### config.mk
export PLATFORM = sky130hd
export DESIGN_NAME = dual_rail_word_receiver
export DESIGN_NICKNAME = d
export VERILOG_FILES = /design/src/rtl/dual_rail_word_receiver.sv
export SDC_FILE = /design/constraint.sdc
export NUM_CORES = 1
export LEC_CHECK = 0
export BUFFER_PORTS_ARGS = -buffer_cell sky130_fd_sc_hd__buf_2
export CAP_MARGIN = 20
export CORE_UTILIZATION = 55
export DETAILED_ROUTE_END_ITERATION = 8
export PLACE_DENSITY_LB_ADDON = 0.3
export SYNTH_ARGS = -nofsm -noshare
export SYNTH_HDL_FRONTEND = slang
export SYNTH_SLANG_ARGS = --single-unit
### constraint.sdc
create_clock -name clk -period 3.05 [get_ports clk]
set_input_delay 0.61 -clock clk [delete_from_list [all_inputs] [get_ports clk]]
set_output_delay 0.61 -clock clk [all_outputs]
set_load 0.03 [all_outputs]
### src/rtl/dual_rail_word_receiver.sv
// Clocked receiver for a single NCL dual-rail bit stream: synchronises the rails, runs the
// four-phase NULL/DATA completion handshake, packs bits LSB-first into words and queues them.
module dual_rail_word_receiver #(
  parameter int WORD_W      = 8,
  parameter int DEPTH       = 4,
  parameter int SYNC_STAGES = 2
) (
  input  logic                       clk,
  input  logic                       init,
  input  logic [1:0]                 dualC,
  output logic                       dualCCOMP,
  output logic [WORD_W-1:0]          out_data,
  output logic                       out_valid,
  input  logic                       out_ready,
  output logic [$clog2(DEPTH+1)-1:0] fifo_count,
  output logic                       rail_err
);

  localparam int CNT_W = $clog2(DEPTH + 1);
  localparam int PTR_W = $clog2(DEPTH);
  localparam int BIT_W = (WORD_W > 1) ? $clog2(WORD_W) : 1;

  localparam logic [CNT_W-1:0] FULL_LVL = CNT_W'(DEPTH);
  localparam logic [BIT_W-1:0] LAST_BIT = BIT_W'(WORD_W - 1);

  localparam logic [1:0] S_WAIT_NULL  = 2'd0;
  localparam logic [1:0] S_FULL_CHECK = 2'd1;
  localparam logic [1:0] S_REQ_DATA   = 2'd2;

  // Synchroniser and compare flops keep tracking the rails through init, so a DATA code
  // still held upstream after reset is seen as stable DATA, never as a fresh NULL.
  logic [1:0] sync_q [SYNC_STAGES];
  logic [1:0] cmp_q;

  // NOTE: every clocked register is written with <= so all flops sample pre-edge values.
  always_ff @(posedge clk) begin
    sync_q[0] <= dualC;
    for (int i = 1; i < SYNC_STAGES; i++) begin
      sync_q[i] <= sync_q[i-1];
    end
    cmp_q <= sync_q[SYNC_STAGES-1];
  end

  logic [1:0] code;
  logic       stable;
  logic       is_null;
  logic       is_data;
  logic       is_bad;

  assign code    = sync_q[SYNC_STAGES-1];
  assign stable  = (code == cmp_q);
  assign is_null = stable && (code == 2'b00);
  assign is_data = stable && (code[1] ^ code[0]);
  assign is_bad  = stable && (code == 2'b11);

  logic [1:0]        state_q,    state_d;
  logic              comp_q,     comp_d;
  logic [BIT_W-1:0]  bit_cnt_q,  bit_cnt_d;
  logic [WORD_W-1:0] shift_q,    shift_d;
  logic              rail_err_q, rail_err_d;
  logic [WORD_W-1:0] word_d;
  logic              push;

  logic [WORD_W-1:0] mem_q [DEPTH];
  logic [PTR_W-1:0]  wr_ptr_q, rd_ptr_q;
  logic [CNT_W-1:0]  count_q,  count_d;
  logic              pop;
  logic              full;

  assign full = (count_q == FULL_LVL);
  assign pop  = (count_q != '0) && out_ready;

  // NOTE: every variable driven here gets a default first, so no path can infer a latch.
  always_comb begin
    state_d    = state_q;
    comp_d     = comp_q;
    bit_cnt_d  = bit_cnt_q;
    shift_d    = shift_q;
    rail_err_d = rail_err_q | is_bad;
    push       = 1'b0;
    word_d     = shift_q;
    word_d[bit_cnt_q] = code[1];

    case (state_q)
      S_WAIT_NULL: begin
        if (is_null) state_d = S_FULL_CHECK;
      end
      S_FULL_CHECK: begin
        if (!full) begin
          state_d = S_REQ_DATA;
          comp_d  = 1'b0;
        end
      end
      S_REQ_DATA: begin
        if (is_data) begin
          shift_d = word_d;
          comp_d  = 1'b1;
          state_d = S_WAIT_NULL;
          if (bit_cnt_q == LAST_BIT) begin
            push      = 1'b1;
            bit_cnt_d = '0;
          end else begin
            bit_cnt_d = bit_cnt_q + BIT_W'(1);
          end
        end
      end
      default: begin
        state_d = S_WAIT_NULL;
        comp_d  = 1'b1;
      end
    endcase
  end

  always_ff @(posedge clk) begin
    if (init) begin
      state_q    <= S_WAIT_NULL;
      comp_q     <= 1'b1;
      bit_cnt_q  <= '0;
      shift_q    <= '0;
      rail_err_q <= 1'b0;
    end else begin
      state_q    <= state_d;
      comp_q     <= comp_d;
      bit_cnt_q  <= bit_cnt_d;
      shift_q    <= shift_d;
      rail_err_q <= rail_err_d;
    end
  end

  // Push only happens from REQ_DATA, which is entered only when not full, so no overflow guard.
  always_comb begin
    count_d = count_q;
    case ({push, pop})
      2'b10:   count_d = count_q + CNT_W'(1);
      2'b01:   count_d = count_q - CNT_W'(1);
      default: count_d = count_q;
    endcase
  end

  // NOTE: the storage array is cleared on init so out_data reads 0 straight after reset.
  always_ff @(posedge clk) begin
    if (init) begin
      for (int i = 0; i < DEPTH; i++) begin
        mem_q[i] <= '0;
      end
      wr_ptr_q <= '0;
      rd_ptr_q <= '0;
      count_q  <= '0;
    end else begin
      if (push) begin
        mem_q[wr_ptr_q] <= word_d;
        wr_ptr_q        <= wr_ptr_q + PTR_W'(1);
      end
      if (pop) begin
        rd_ptr_q <= rd_ptr_q + PTR_W'(1);
      end
      count_q <= count_d;
    end
  end

  assign dualCCOMP  = comp_q;
  assign out_data   = mem_q[rd_ptr_q];
  assign out_valid  = (count_q != '0);
  assign fifo_count = count_q;
  assign rail_err   = rail_err_q;

endmodule

# After elaboration in Yosys (flattened, before gate mapping)
# Memory sizes are Yosys's and may differ from the RTL's. A register that Yosys moved wholly into a read port is not among the register bits.
# Index checks and enable logic that the tools add are counted.
[op_classes]
addsub = 5
order_cmp = 2
n_eq_ne = 11
mux = 25
bitwise_logic = 3
n_reduce_logical = 13
[op_table]
columns = ["op", "count"]
rows = [
  ["$mux W1", 12],
  ["$mux W2", 6],
  ["$bwmux W8", 1],
  ["$mux W8", 1],
  ["$reduce_or A8 Y1", 1],
  ["$add A3 B1 Y3 const B", 2],
  ["$eq A2 B2 Y1 const B", 3],
  ["$eq A3 B3 Y1 const B", 2],
  ["$ne A2 B2 Y1 const B", 3],
  ["$pmux W2 S3", 1],
  ["$pmux W3 S2", 1],
  ["$reduce_and A3 Y1", 2],
  ["$logic_and A1 B1 Y1", 5],
  ["$add A2 B1 Y2 const B", 2],
  ["$eq A2 B1 Y1 const B", 2],
  ["$logic_not A2 Y1", 2],
  ["$lt A3 B4 Y1 const B", 1],
  ["$demux W1 S3", 1],
  ["$ge A3 B1 Y1 const B", 1],
  ["$mux W3", 1],
  ["$pmux W1 S3", 1],
  ["$reduce_bool A3 Y1", 1],
  ["$sub A3 B1 Y3 const B", 1],
  ["$eq A2 B2 Y1", 1],
  ["other kinds (5)", 5],
]
[word_totals]
register_bits = 24
ram_bits = 36
inputBits = 5
out_inout_bits = 14
wordCells = 70
memories = 2
[mem_list]
columns = ["name", "words", "word_bits", "rd", "rd_clocked_by_memory_dff", "wr", "line_no", "source"]
rows = [
  ["mem_q", 4, 8, 1, 1, 4, "64", "logic [WORD_W-1:0] mem_q [DEPTH];"],
  ["sync_q", 2, 2, 2, 0, 2, "32", "logic [1:0] sync_q [SYNC_STAGES];"],
]

# Longest topological paths before layout
# Gate-level depths: netlist (run 1).
[depth]
word_depth = 9
ltp_mapped = 12
ltp_nobuf = 10

# Least setup slack after synthesis (run 1)
# No wires, ideal clock.
[synth_timing]
path_kind = "reg-to-reg"
startpoint = "memory sync_q[1][1], in the netlist sync_q[0][3]"
endpoint = "register count_q[2], in the netlist fifo_count[2]"
setup_time_ps = 71
t_arrival_ps = 2470
t_required_ps = 2979
setup_slack_ps = 510
stages_incl_launch_ff = 13
n_path_buf = 2
synth_period_minus_slack_ps = 2540
cell_sequence = "dfxtp_1 > buf_2 > inv_1 > ha_1 > nand4b_1 > or3_1 > clkbuf_1 > ha_1 > inv_1 > fa_1 > xor2_1 > or3_1 > a21oi_1"
[synth_rtl]
columns = ["element", "line_no", "source"]
rows = [
  ["start: declaration", "32", ""],
  ["end signal: assignment", "157", "count_q <= count_d;"],
  ["end: declaration", "66", "logic [CNT_W-1:0] count_q, count_d;"],
]

# Worst setup path after layout (run 1)
[layout_timing]
startpoint = "register bit_cnt_q[0]"
endpoint = "register count_q[2], in the netlist fifo_count[2]"
[layout_via]
elab_chain_cells = 6
word_cells_on_any_way = 8
classes_between = "eq/ne (3); mux (4); reduce/logical (1)"
[layout_rtl]
columns = ["element", "line_no", "source"]
rows = [
  ["start: declaration", "58", "logic [BIT_W-1:0] bit_cnt_q, bit_cnt_d;"],
  ["start signal: assignment", "124", "bit_cnt_q <= bit_cnt_d;"],
  ["$eq A3 B3 Y1 (*)", "99", "if (bit_cnt_q == LAST_BIT) begin"],
  ["$mux W1 (*)", "99", ""],
  ["$mux W1 (*)", "95", "if (is_data) begin"],
  ["$mux W1 (*)", "84", "case (state_q)"],
  ["$eq A2 B1 Y1 / $eq A2 B2 Y1 (equally long branches)", "133", "case ({push, pop})"],
  ["$pmux W3 S2 / $reduce_bool A2 Y1 (equally long branches)", "n/a", ""],
]
# Mark *: on every way between the ends. The rest lies on a longest branch, timed or not.
# A chain may end at the register's enable or synchronous reset.

==> out/qor.txt, run 1 <==
Row count -> 25
Via count -> 1801
Setup TNS -> 0 ns
Layout area overhead -> 11.58%
Largest net degree at the start of global routing -> 36
Post-CTS setup buffers -> 0
I/O pin cnt -> 19
Clock Root Buffer -> clkbuf_8
HPWL after detailed placement -> 3.382 mm
Post_cts resized -> 0
Commonest non-fill, non-tap cell in the layout -> edfxtp_1
DRC viols -> 0
Status -> finished, final reports clean
Sequential share of power -> 54.5%
Rel. slew slack -> 56.36%
Fmax -> 0.3956 GHz
IO buf count -> 18
DR WL/cell -> 16.01 um
EDFF count, synth -> 32
Post-route ant nets -> 0
First-pass GRT wire length -> 8.376 mm
Critical Path Start -> bit_cnt_q[0]
# placed instances -> 300
Syn_area_per_cell -> 12.23 um^2
Post-synth design cell area -> 2776 um^2
Worst-margin pin slew -> 0.6514 ns
Peak VDD IR -> 0.0002834 V
Pre-Repair DR Iteration Count -> 4
Share of cells above drive strength 1 -> 21.69%
RePlAce Congestion -> 0.7465
Switch Pwr -> 0.3812 mW
Crit Reg-Reg Startpoint -> bit_cnt_q[0]
Nets -> 255
Net Count, Synth -> 238
Switching Share -> 22.76%
Drt total wl -> 5.060 mm
Primary FF master, synth -> edfxtp_1
Vias in the first global route -> 1682
Initial antenna violation count -> 0
Reg2reg path depth -> 10
Starting density of the core -> 58.01%
Clock sinks -> 62
Crit path time final -> 2.528 ns
Clock network fraction of total power -> 40.2%
Gr usage total -> 21.88%
Die area -> 5336 um^2
Dpl ws -> 0.5412 ns
HP Class -> flop to flop
GR Overflow Total -> 0
TritonCTS clock tree -> yes
Power Internal -> 1.293 mW
CTS Hold Bufs -> 0
Commonest non-fill, non-tap cells in the layout -> 32 x edfxtp_1, 30 x dfxtp_1, 27 x nor3_1
Worst-Skew Late Latency -> 0.34 ns
Core ar. -> 4786 um^2
Die width -> 73.05 um
Vias per std cell -> 5.699
Synth warn -> 0
Arrival time worst endpoint -> 2.79 ns
Asr flop ratio synth -> 0%
Cells after Synth -> 227
Htree depth -> 3
Worst EP required -> 3.32 ns
Cell area power density -> 540.6 nW/um^2
Filler cell count -> 368
Crit-path max FO -> 11
Final Max Slew Viols -> 0
#FFs+latches synth -> 62
CP Class -> flop to flop
Startpoint types -> flop
Unique masters post-synth -> 46
Hold Path Depth -> 0
R2r endpoint -> fifo_count[2]
RSZ-0062 raised after global routing -> false
Combinational power share -> 5.4%
Critical Path End -> fifo_count[2]
Non-filler instance count after layout -> 316
Clock skew -> 0.006495 ns
Max_cap viols -> 0
Register-to-Register Setup Slack -> 0.52 ns
Iteration-0 DRC Markers -> 91
Final setup fails -> 0
# diodes -> 0
Fin crit share -> 82.89%
Worst-path clk slew -> 0.07 ns
CP endpoint kind -> flop
Hold Vio Cnt, Final -> 0
Worst Setup Slack, final -> 0.5219 ns
Die Ht -> 73.05 um
CTS buffer count -> 9
Part of the Yosys area used for sequential elements -> 56.24%
Clk buf depth -> 2
P_leak -> 1.095 nW
[per-stage QoR]
step	hold slack [ns]	utilization, %	total power [mW]	instance area (um^2)
final	0.3279	64.73	1.675	3098
after global placement	0.3128	60.68	1.019	2904
after CTS	0.3281	64.73	1.695	3098
after detailed placement	0.3121	60.68	1.021	2904
after global routing	0.3465	64.73	1.732	3098
after floorplan	0.3096	-	0.9911	2776
[worst min-delay path by stage]
stage                  from            to  slack (ns)
3_5_place_dp   sync_q[0][0]  sync_q[0][2]        0.31
4_1_cts        sync_q[0][0]  sync_q[0][2]        0.33
6_report       sync_q[0][0]  sync_q[0][2]        0.33
2_1_floorplan  sync_q[0][0]  sync_q[0][2]        0.31
5_1_grt        sync_q[0][1]  sync_q[0][3]        0.35
3_3_place_gp   sync_q[0][0]  sync_q[0][2]        0.31
[cell families (layout without fill, tap and decap cells)]
group           count (synthesis)  count (layout)  share of synthesized area (%)
flops                          62              62                          56.24
xor+xnor                        8               8                          2.794
fa+ha+maj                       6               6                          2.974
mux                            21              21                          11.45
simple gates                   75              75                          14.69
compound gates                 30              30                          7.751
buf+inv                        25              47                          4.101
[flip-flops by register name, indices dropped and copies added (netlist names), named ones only]
signal,count
dualCCOMP,1
wr_ptr_q,2
state_q,2
mem_q,32
cmp_q,2
fifo_count,3
rd_ptr_q,2
sync_q,4
rail_err,1
shift_q,8
bit_cnt_q,3
[routing by layer]
| metal | part of all wire [%] | track usage (%) |
|---|---|---|
| met1 | 46 | 29.06 |
| met2 | 47 | 31.79 |
| met3 | 5.0 | 7.320 |
| met4 | 1.9 | 11.33 |
| met5 | 0 | 0 |
[critical path, stage by stage, from the launching register on]
cell	delay (ns)
dfxtp_1	0.49
ha_1	0.21
ha_1	0.20
nand4b_1	0.12
or3_1	0.41
ha_1	0.25
inv_1	0.07
fa_1	0.18
xor2_1	0.07
or3_1	0.30
a21oi_1	0.15
[power by group through the flow]
stage | clock (mW) | combinational (mW) | sequential, mW
final | 0.673 | 0.0899 | 0.912
after global routing | 0.721 | 0.0961 | 0.915
after CTS | 0.692 | 0.0900 | 0.913
after detailed placement | 0 | 0.0900 | 0.931
after global placement | 0 | 0.0894 | 0.929
after floorplan | 0 | 0.0579 | 0.933
[cell usage after synthesis (all sizes together), types with 2 or more instances]
library cell	n	area share, %
mux4	8	6.5
clkbuf	5	0.68
dfxtp	30	22
nand3b	3	0.81
nor2	19	2.6
nand2b	3	0.68
inv	8	1.1
edfxtp	32	35
mux2i	10	3.6
nor3	27	4.9
a21oi	2	0.36
nor3b	4	1.1
nor2b	2	0.45
xnor2	3	1.2
mux2	3	1.4
ha	5	2.3
xor2	5	1.6
a21o	2	0.54
a31oi	9	2.0
buf	12	2.3
o21bai	2	0.54
or3	4	0.90
nand2	3	0.41
and3	2	0.63
a211oi	8	2.2
[cell type report]
class | count | area (um^2) | area share [%]
Sequential cell | 62 | 1562 | 50.40
Clock inverter | 5 | 31.28 | 1.010
Inverter | 8 | 30.03 | 0.9693
Timing Repair Buffer | 23 | 127.6 | 4.120
Tap cell | 67 | 83.83 | 2.706
Multi-Input combinational cell | 140 | 1101 | 35.54
Clock buffer | 11 | 162.7 | 5.250
Power figures use the tool's default switching activity.
==> run 2: changes to the inputs <==
--- a/config.mk
+++ b/config.mk
@@ -7,7 +7,7 @@
 export LEC_CHECK = 0
 export BUFFER_PORTS_ARGS = -buffer_cell sky130_fd_sc_hd__buf_2
 export CAP_MARGIN = 20
-export CORE_UTILIZATION = 55
+export CORE_UTILIZATION = 53
 export DETAILED_ROUTE_END_ITERATION = 8
 export PLACE_DENSITY_LB_ADDON = 0.3
 export SYNTH_ARGS = -nofsm -noshare
==> constraint.sdc (replaced) <==
create_clock -name clk -period 2.3 [get_ports clk]
set_input_delay 0.46 -clock clk [delete_from_list [all_inputs] [get_ports clk]]
set_output_delay 0.46 -clock clk [all_outputs]
set_load 0.03 [all_outputs]
==> out/qor.txt, run 2 (synthesis results as in run 1) <==
Commonest non-fill, non-tap cell in the layout -> edfxtp_1 (unchanged)
Met2 Use GR -> 33.73% (was 31.79%)
Crit path top cell by count -> ha_4 (was ha_1)
Dpl ws -> 0.09868 ns (was 0.5412 ns)
Vias per std cell -> 5.526 (was 5.699)
Worst-path clk slew -> 0.06 ns (was 0.07 ns)
Clock Root Buffer -> clkbuf_8 (unchanged)
First-pass GRT wire length -> 8.066 mm (was 8.376 mm)
Met3 usage -> 8.130% (was 7.320%)
Max_cap viols -> 0 (unchanged)
Largest net degree at the start of global routing -> 33 (was 36)
Worst-margin pin slew -> 0.5380 ns (was 0.6514 ns)
GR Overflow Total -> 0 (unchanged)
CTS Hold Bufs -> 0 (unchanged)
Crit-path leading delay family -> simple AND/OR/NAND/NOR gates (was adder cells)
Met1 Use GR -> 24.76% (was 29.06%)
Clock sinks -> 62 (unchanged)
# diodes -> 0 (unchanged)
Post-route ant nets -> 0 (unchanged)
Row count -> 25 (unchanged)
Vias in the first global route -> 1648 (was 1682)
Final setup fails -> 0 (unchanged)
Arrival time worst endpoint -> 2.50 ns (was 2.79 ns)
Cell area power density -> 698.0 nW/um^2 (was 540.6 nW/um^2)
Peak VDD IR -> 0.0005219 V (was 0.0002834 V)
# placed instances -> 311 (was 300)
Most flop-heavy register -> mem_q (unchanged)
Nets -> 266 (was 255)
HPWL after detailed placement -> 3.403 mm (was 3.382 mm)
Post_cts resized -> 0 (unchanged)
Die Ht -> 74.38 um (was 73.05 um)
Starting density of the core -> 56.90% (was 58.01%)
Pre-Repair DR Iteration Count -> 4 (unchanged)
Biggest regs -> mem_q (32), shift_q (8), sync_q (4) (unchanged)
Largest register FFs -> 32 (unchanged)
Share of cells above drive strength 1 -> 26.92% (was 21.69%)
Post-CTS setup buffers -> 0 (unchanged)
Rel. slew slack -> 63.11% (was 56.36%)
Total power -> 2.237 mW (was 1.675 mW)
Non-filler instance count after layout -> 327 (was 316)
Initial antenna violation count -> 0 (unchanged)
Status -> finished, final reports clean (unchanged)
HP Class -> input port to flop (was flop to flop)
CP Class -> flop to flop (unchanged)
DRC viols -> 0 (unchanged)
CTS buffer count -> 9 (unchanged)
IO buf count -> 18 (unchanged)
RePlAce Congestion -> 0.7095 (was 0.7465)
Worst EP required -> 2.56 ns (was 3.32 ns)
Drt total wl -> 5.108 mm (was 5.060 mm)
Worst Setup Slack, final -> 0.05820 ns (was 0.5219 ns)
Startpoint types -> flop (unchanged)
DR WL/cell -> 15.62 um (was 16.01 um)
Crit path time final -> 2.242 ns (was 2.528 ns)
TritonCTS clock tree -> yes (unchanged)
Critical-path top delay cell -> or3_4 (was dfxtp_1)
Hold Vio Cnt, Final -> 0 (unchanged)
Worst-Skew Late Latency -> 0.34 ns (about the same)
Global routing's busiest layer -> met2 (unchanged)
Iteration-0 DRC Markers -> 121 (was 91)
Crit-path cells -> inv_1 -> ha_4 -> nand4b_1 -> or3_4 -> ha_4 -> inv_2 -> fa_2 -> xor2_1 -> or3_1 -> a21oi_1 (was ha_1 -> ha_1 -> nand4b_1 -> or3_1 -> ha_1 -> inv_1 -> fa_1 -> xor2_1 -> or3_1 -> a21oi_1)
Clock skew -> 0.008957 ns (was 0.006495 ns)
Fin crit share -> 97.47% (was 82.89%)
Final Max Slew Viols -> 0 (unchanged)
Fmax -> 0.4461 GHz (was 0.3956 GHz)
Commonest non-fill, non-tap cells in the layout -> 32 x edfxtp_1, 28 x dfxtp_1, 27 x nor3_1 (was 32 x edfxtp_1, 30 x dfxtp_1, 27 x nor3_1)
Htree depth -> 3 (unchanged)
Gr usage total -> 20.49% (was 21.88%)
Layout area overhead -> 15.41% (was 11.58%)
Die width -> 74.38 um (was 73.05 um)
Die area -> 5532 um^2 (was 5336 um^2)
Via count -> 1807 (was 1801)
Worst path max stage delay -> 0.41 ns (was 0.49 ns)
CP endpoint kind -> flop (unchanged)
WP buf/inv -> 2 (was 1)
Crit-path max FO -> 5 (was 11)
I/O pin cnt -> 19 (unchanged)
P_leak -> 1.156 nW (was 1.095 nW)
Clk buf depth -> 2 (unchanged)
Core ar. -> 4880 um^2 (was 4786 um^2)
run 2: cell count changes in the layout (fill, tap and decap cells not counted), sizes merged:
cell / change
bufinv: +1
buf: +11
clkinv: +1
clkinvlp: -2
run 2: cell type report:
| type | instances | area [um^2] |
|---|---|---|
| Clock buffer | 11 | 131.4 |
| Tap cell | 67 | 83.83 |
| Timing Repair Buffer | 34 | 210.2 |
| Inverter | 8 | 30.03 |
| Fill cell | 398 | 1675 |
| Clock inverter | 5 | 51.30 |
| Sequential cell | 62 | 1564 |
| Multi-Input combinational cell | 140 | 1134 |
run 2: final timing paths:
check                    start            end  slack (ns)  depth (start not counted)
setup / recovery  sync_q[0][2]  fifo_count[2]        0.06                         10
hold / removal        dualC[0]   sync_q[0][0]        0.22                          1
setup reg to reg  sync_q[0][2]  fifo_count[2]        0.06                         10
hold reg to reg   sync_q[0][1]   sync_q[0][3]        0.33                          0
run 2: power breakdown:
part           total (mW)  switching [mW]  leakage [nW]  internal [mW]
clock               0.899           0.406        0.0907          0.493
sequential           1.21          0.0132         0.564           1.19
combinational       0.130          0.0800         0.502         0.0502
total                2.24           0.499          1.16           1.74
run 2: per-stage QoR:
step           hold slack [ns]  instance area, um^2  TNS (ns)  utilization [%]
4_1_cts                 0.2056                 3186         0            65.28
5_1_grt                 0.2047                 3204  -0.05525            65.67
2_1_floorplan           0.3095                 2800         0                -
6_report                0.2184                 3204         0            65.67
3_5_place_dp            0.3150                 3003         0            61.54
3_3_place_gp            0.3133                 3003         0            61.54
run 2: metal layers:
| layer | wire length [um] | vias to the layer above | part of all wire (%) |
|---|---|---|---|
| met2 | 2610 | 26 | 51 |
| met1 | 2267 | 874 | 44 |
| li1 | - | 903 | - |
| met5 | 0 | - | 0 |
| met3 | 184 | 4 | 3.6 |
| met4 | 46 | 0 | 0.90 |
run 2: worst register-to-register path, stage by stage, from the launching register on:
cell and delay [ns]:
dfxtp_2 0.33, inv_1 0.06, ha_4 0.28, nand4b_1 0.13
or3_4 0.41, ha_4 0.18, inv_2 0.05, fa_2 0.18
xor2_1 0.07, or3_1 0.31, a21oi_1 0.17
==> run 3: changes to the inputs <==
--- a/config.mk
+++ b/config.mk
@@ -7,7 +7,7 @@
 export LEC_CHECK = 0
 export BUFFER_PORTS_ARGS = -buffer_cell sky130_fd_sc_hd__buf_2
 export CAP_MARGIN = 20
-export CORE_UTILIZATION = 53
+export CORE_UTILIZATION = 55
 export DETAILED_ROUTE_END_ITERATION = 8
 export PLACE_DENSITY_LB_ADDON = 0.3
 export SYNTH_ARGS = -nofsm -noshare
==> constraint.sdc (replaced) <==
create_clock -name clk -period 2.1 [get_ports clk]
set_input_delay 0.42 -clock clk [delete_from_list [all_inputs] [get_ports clk]]
set_output_delay 0.42 -clock clk [all_outputs]
set_load 0.03 [all_outputs]
==> out/qor.txt, run 3 (synthesis results as in run 1) <==
Status -> complete, but fails checks (was finished, final reports clean)
Failing checks -> negative setup slack
Most flop-heavy register -> mem_q (unchanged)
Worst Setup Slack, final -> -0.006153 ns (was 0.05820 ns)
Sequential share of power -> 50.8% (was 54.0%)
Post-route ant nets -> 0 (unchanged)
Vias per std cell -> 5.650 (was 5.526)
RSZ-0062 raised after global routing -> true
Largest net degree at the start of global routing -> 33 (unchanged)
Die width -> 73.05 um (was 74.38 um)
Clock network fraction of total power -> 43.2% (was 40.2%)
Max Used Layer -> met4 (unchanged)
Nets -> 276 (was 266)
Worst path max stage delay -> 0.38 ns (was 0.41 ns)
# diodes -> 0 (unchanged)
Via count -> 1904 (was 1807)
Final Max Slew Viols -> 0 (unchanged)
CP Class -> flop to flop (unchanged)
Rel. slew slack -> 64.16% (was 63.11%)
Worst-Skew Late Latency -> 0.33 ns (was 0.34 ns)
Clock skew -> 0.008401 ns (was 0.008957 ns)
Biggest regs -> mem_q (32), shift_q (8), sync_q (4) (unchanged)
Fin crit share -> 100.3% (was 97.47%)
HP Class -> input port to flop (unchanged)
Crit-path leading delay family -> simple AND/OR/NAND/NOR gates (unchanged)
Gr usage total -> 22.81% (was 20.49%)
Clk buf depth -> 2 (unchanged)
Pre-Repair DR Iteration Count -> 4 (unchanged)
Clock sinks -> 62 (unchanged)
Commonest non-fill, non-tap cells in the layout -> 32 x edfxtp_1, 27 x nor3_1, 26 x dfxtp_1 (was 32 x edfxtp_1, 28 x dfxtp_1, 27 x nor3_1)
Htree depth -> 3 (unchanged)
Vias in the first global route -> 1759 (was 1648)
Starting density of the core -> 58.01% (was 56.90%)
Largest register FFs -> 32 (unchanged)
Switching Share -> 20.80% (was 22.31%)
WP buf/inv -> 2 (unchanged)
Commonest non-fill, non-tap cell in the layout -> edfxtp_1 (unchanged)
CTS buffer count -> 9 (unchanged)
RePlAce Congestion -> 0.7095 (unchanged)
WL met1 -> 2.462 mm (was 2.267 mm)
Max_cap viols -> 0 (unchanged)
Startpoint types -> flop (unchanged)
Combinational power share -> 6.0% (was 5.8%)
CP endpoint kind -> flop (unchanged)
TritonCTS clock tree -> yes (unchanged)
Layout area overhead -> 21.77% (was 15.41%)
GR Overflow Total -> 0 (unchanged)
P_leak -> 1.231 nW (was 1.156 nW)
Share of cells above drive strength 1 -> 32.96% (was 26.92%)
Iteration-0 DRC Markers -> 101 (was 121)
DRC viols -> 0 (unchanged)
Crit-path max FO -> 2 (was 5)
Filler cell count -> 336 (was 398)
Fmax -> 0.4748 GHz (was 0.4461 GHz)
Power Internal -> 2.065 mW (was 1.738 mW)
HPWL after detailed placement -> 3.455 mm (was 3.403 mm)
Final setup fails -> 1 (was 0)
Worst EP required -> 2.37 ns (was 2.56 ns)
Switch Pwr -> 0.5422 mW (was 0.4989 mW)
Die area -> 5336 um^2 (was 5532 um^2)
Die Ht -> 73.05 um (was 74.38 um)
Routed wl met2 -> 2.625 mm (was 2.610 mm)
Hold WS -> 0.1891 ns (was 0.2184 ns)
Row count -> 25 (unchanged)
Cell area power density -> 771.1 nW/um^2 (was 698.0 nW/um^2)
Worst-path clk slew -> 0.07 ns (was 0.06 ns)
Peak VDD IR -> 0.0005926 V (was 0.0005219 V)
Arrival time worst endpoint -> 2.38 ns (was 2.50 ns)
Clock Root Buffer -> clkbuf_8 (unchanged)
IO buf count -> 18 (unchanged)
Initial antenna violation count -> 0 (unchanged)
Dpl ws -> -0.08901 ns (was 0.09868 ns)
Met3 wire len -> 174 um (was 184 um)
Crit-path cells -> inv_2 -> ha_4 -> nand4b_1 -> or3_4 -> ha_4 -> inv_2 -> fa_2 -> xor2_1 -> or3_1 -> a21oi_2 (was inv_1 -> ha_4 -> nand4b_1 -> or3_4 -> ha_4 -> inv_2 -> fa_2 -> xor2_1 -> or3_1 -> a21oi_1)
Hold Vio Cnt, Final -> 0 (unchanged)
Crit path time final -> 2.106 ns (was 2.242 ns)
Drt total wl -> 5.366 mm (was 5.108 mm)
DR WL/cell -> 15.92 um (was 15.62 um)
Worst-margin pin slew -> 0.5227 ns (was 0.5380 ns)
I/O pin cnt -> 19 (unchanged)
First-pass GRT wire length -> 8.721 mm (was 8.066 mm)
Core ar. -> 4786 um^2 (was 4880 um^2)
Critical-path top delay cell -> or3_4 (unchanged)
run 3: stage by stage:
| stage | instances | utilization, % | power, mW | area [um^2] | setup TNS, ns |
|---|---|---|---|---|---|
| 2_1_floorplan | 227 | - | 1.444 | 2819 | -1.506 |
| 3_3_place_gp | 318 | 64.58 | 1.497 | 3090 | -0.03132 |
| 3_5_place_dp | 318 | 64.58 | 1.501 | 3090 | -0.09501 |
| 4_1_cts | 336 | 70.14 | 2.613 | 3357 | -0.05897 |
| 5_1_grt | 337 | 70.64 | 2.681 | 3381 | -0.1527 |
| 6_report | 337 | 70.64 | 2.607 | 3381 | -0.006153 |
run 3: final timing paths:
path	endpoint	depth (start not counted)	slack [ns]	start
worst max register to register	fifo_count[2]	10	-0.006	sync_q[0][2]
worst min register to register	sync_q[0][2]	0	0.33	sync_q[0][0]
worst max-delay path	fifo_count[2]	10	-0.006	sync_q[0][2]
worst min-delay path	sync_q[0][0]	1	0.19	dualC[0]
run 3: what timing repair did:
action | CTS | global route
resized for setup | 10 | 3
endpoints found under the setup margin | 2 | 29
hold buffers | 0 | 0
pin swaps | 3 | 3
setup buffers | 2 | 1
run 3: metal layers:
layer  up-vias  global-route usage [%]
li1        924                       -
met1       939                   28.95
met2        29                   36.42
met3        12                   5.939
met4         0                   10.89
met5         -                       0
run 3: layout make-up:
type | instances | area [um^2] | share of cell area (%)
Tap cell | 67 | 83.83 | 2.480
Clock inverter | 5 | 73.82 | 2.184
Sequential cell | 62 | 1567 | 46.34
Inverter | 8 | 30.03 | 0.8882
Clock buffer | 11 | 141.4 | 4.182
Timing Repair Buffer | 44 | 310.3 | 9.178
Multi-Input combinational cell | 140 | 1175 | 34.75
run 3: power groups by stage:
stage               Clock [mW]  Sequential [mW]  Combinational [mW]
finish                    1.13             1.32               0.156
global route              1.19             1.33               0.168
CTS                       1.14             1.32               0.153
detailed placement           0             1.35               0.151
global placement             0             1.35               0.150
floorplan                    0             1.36              0.0878
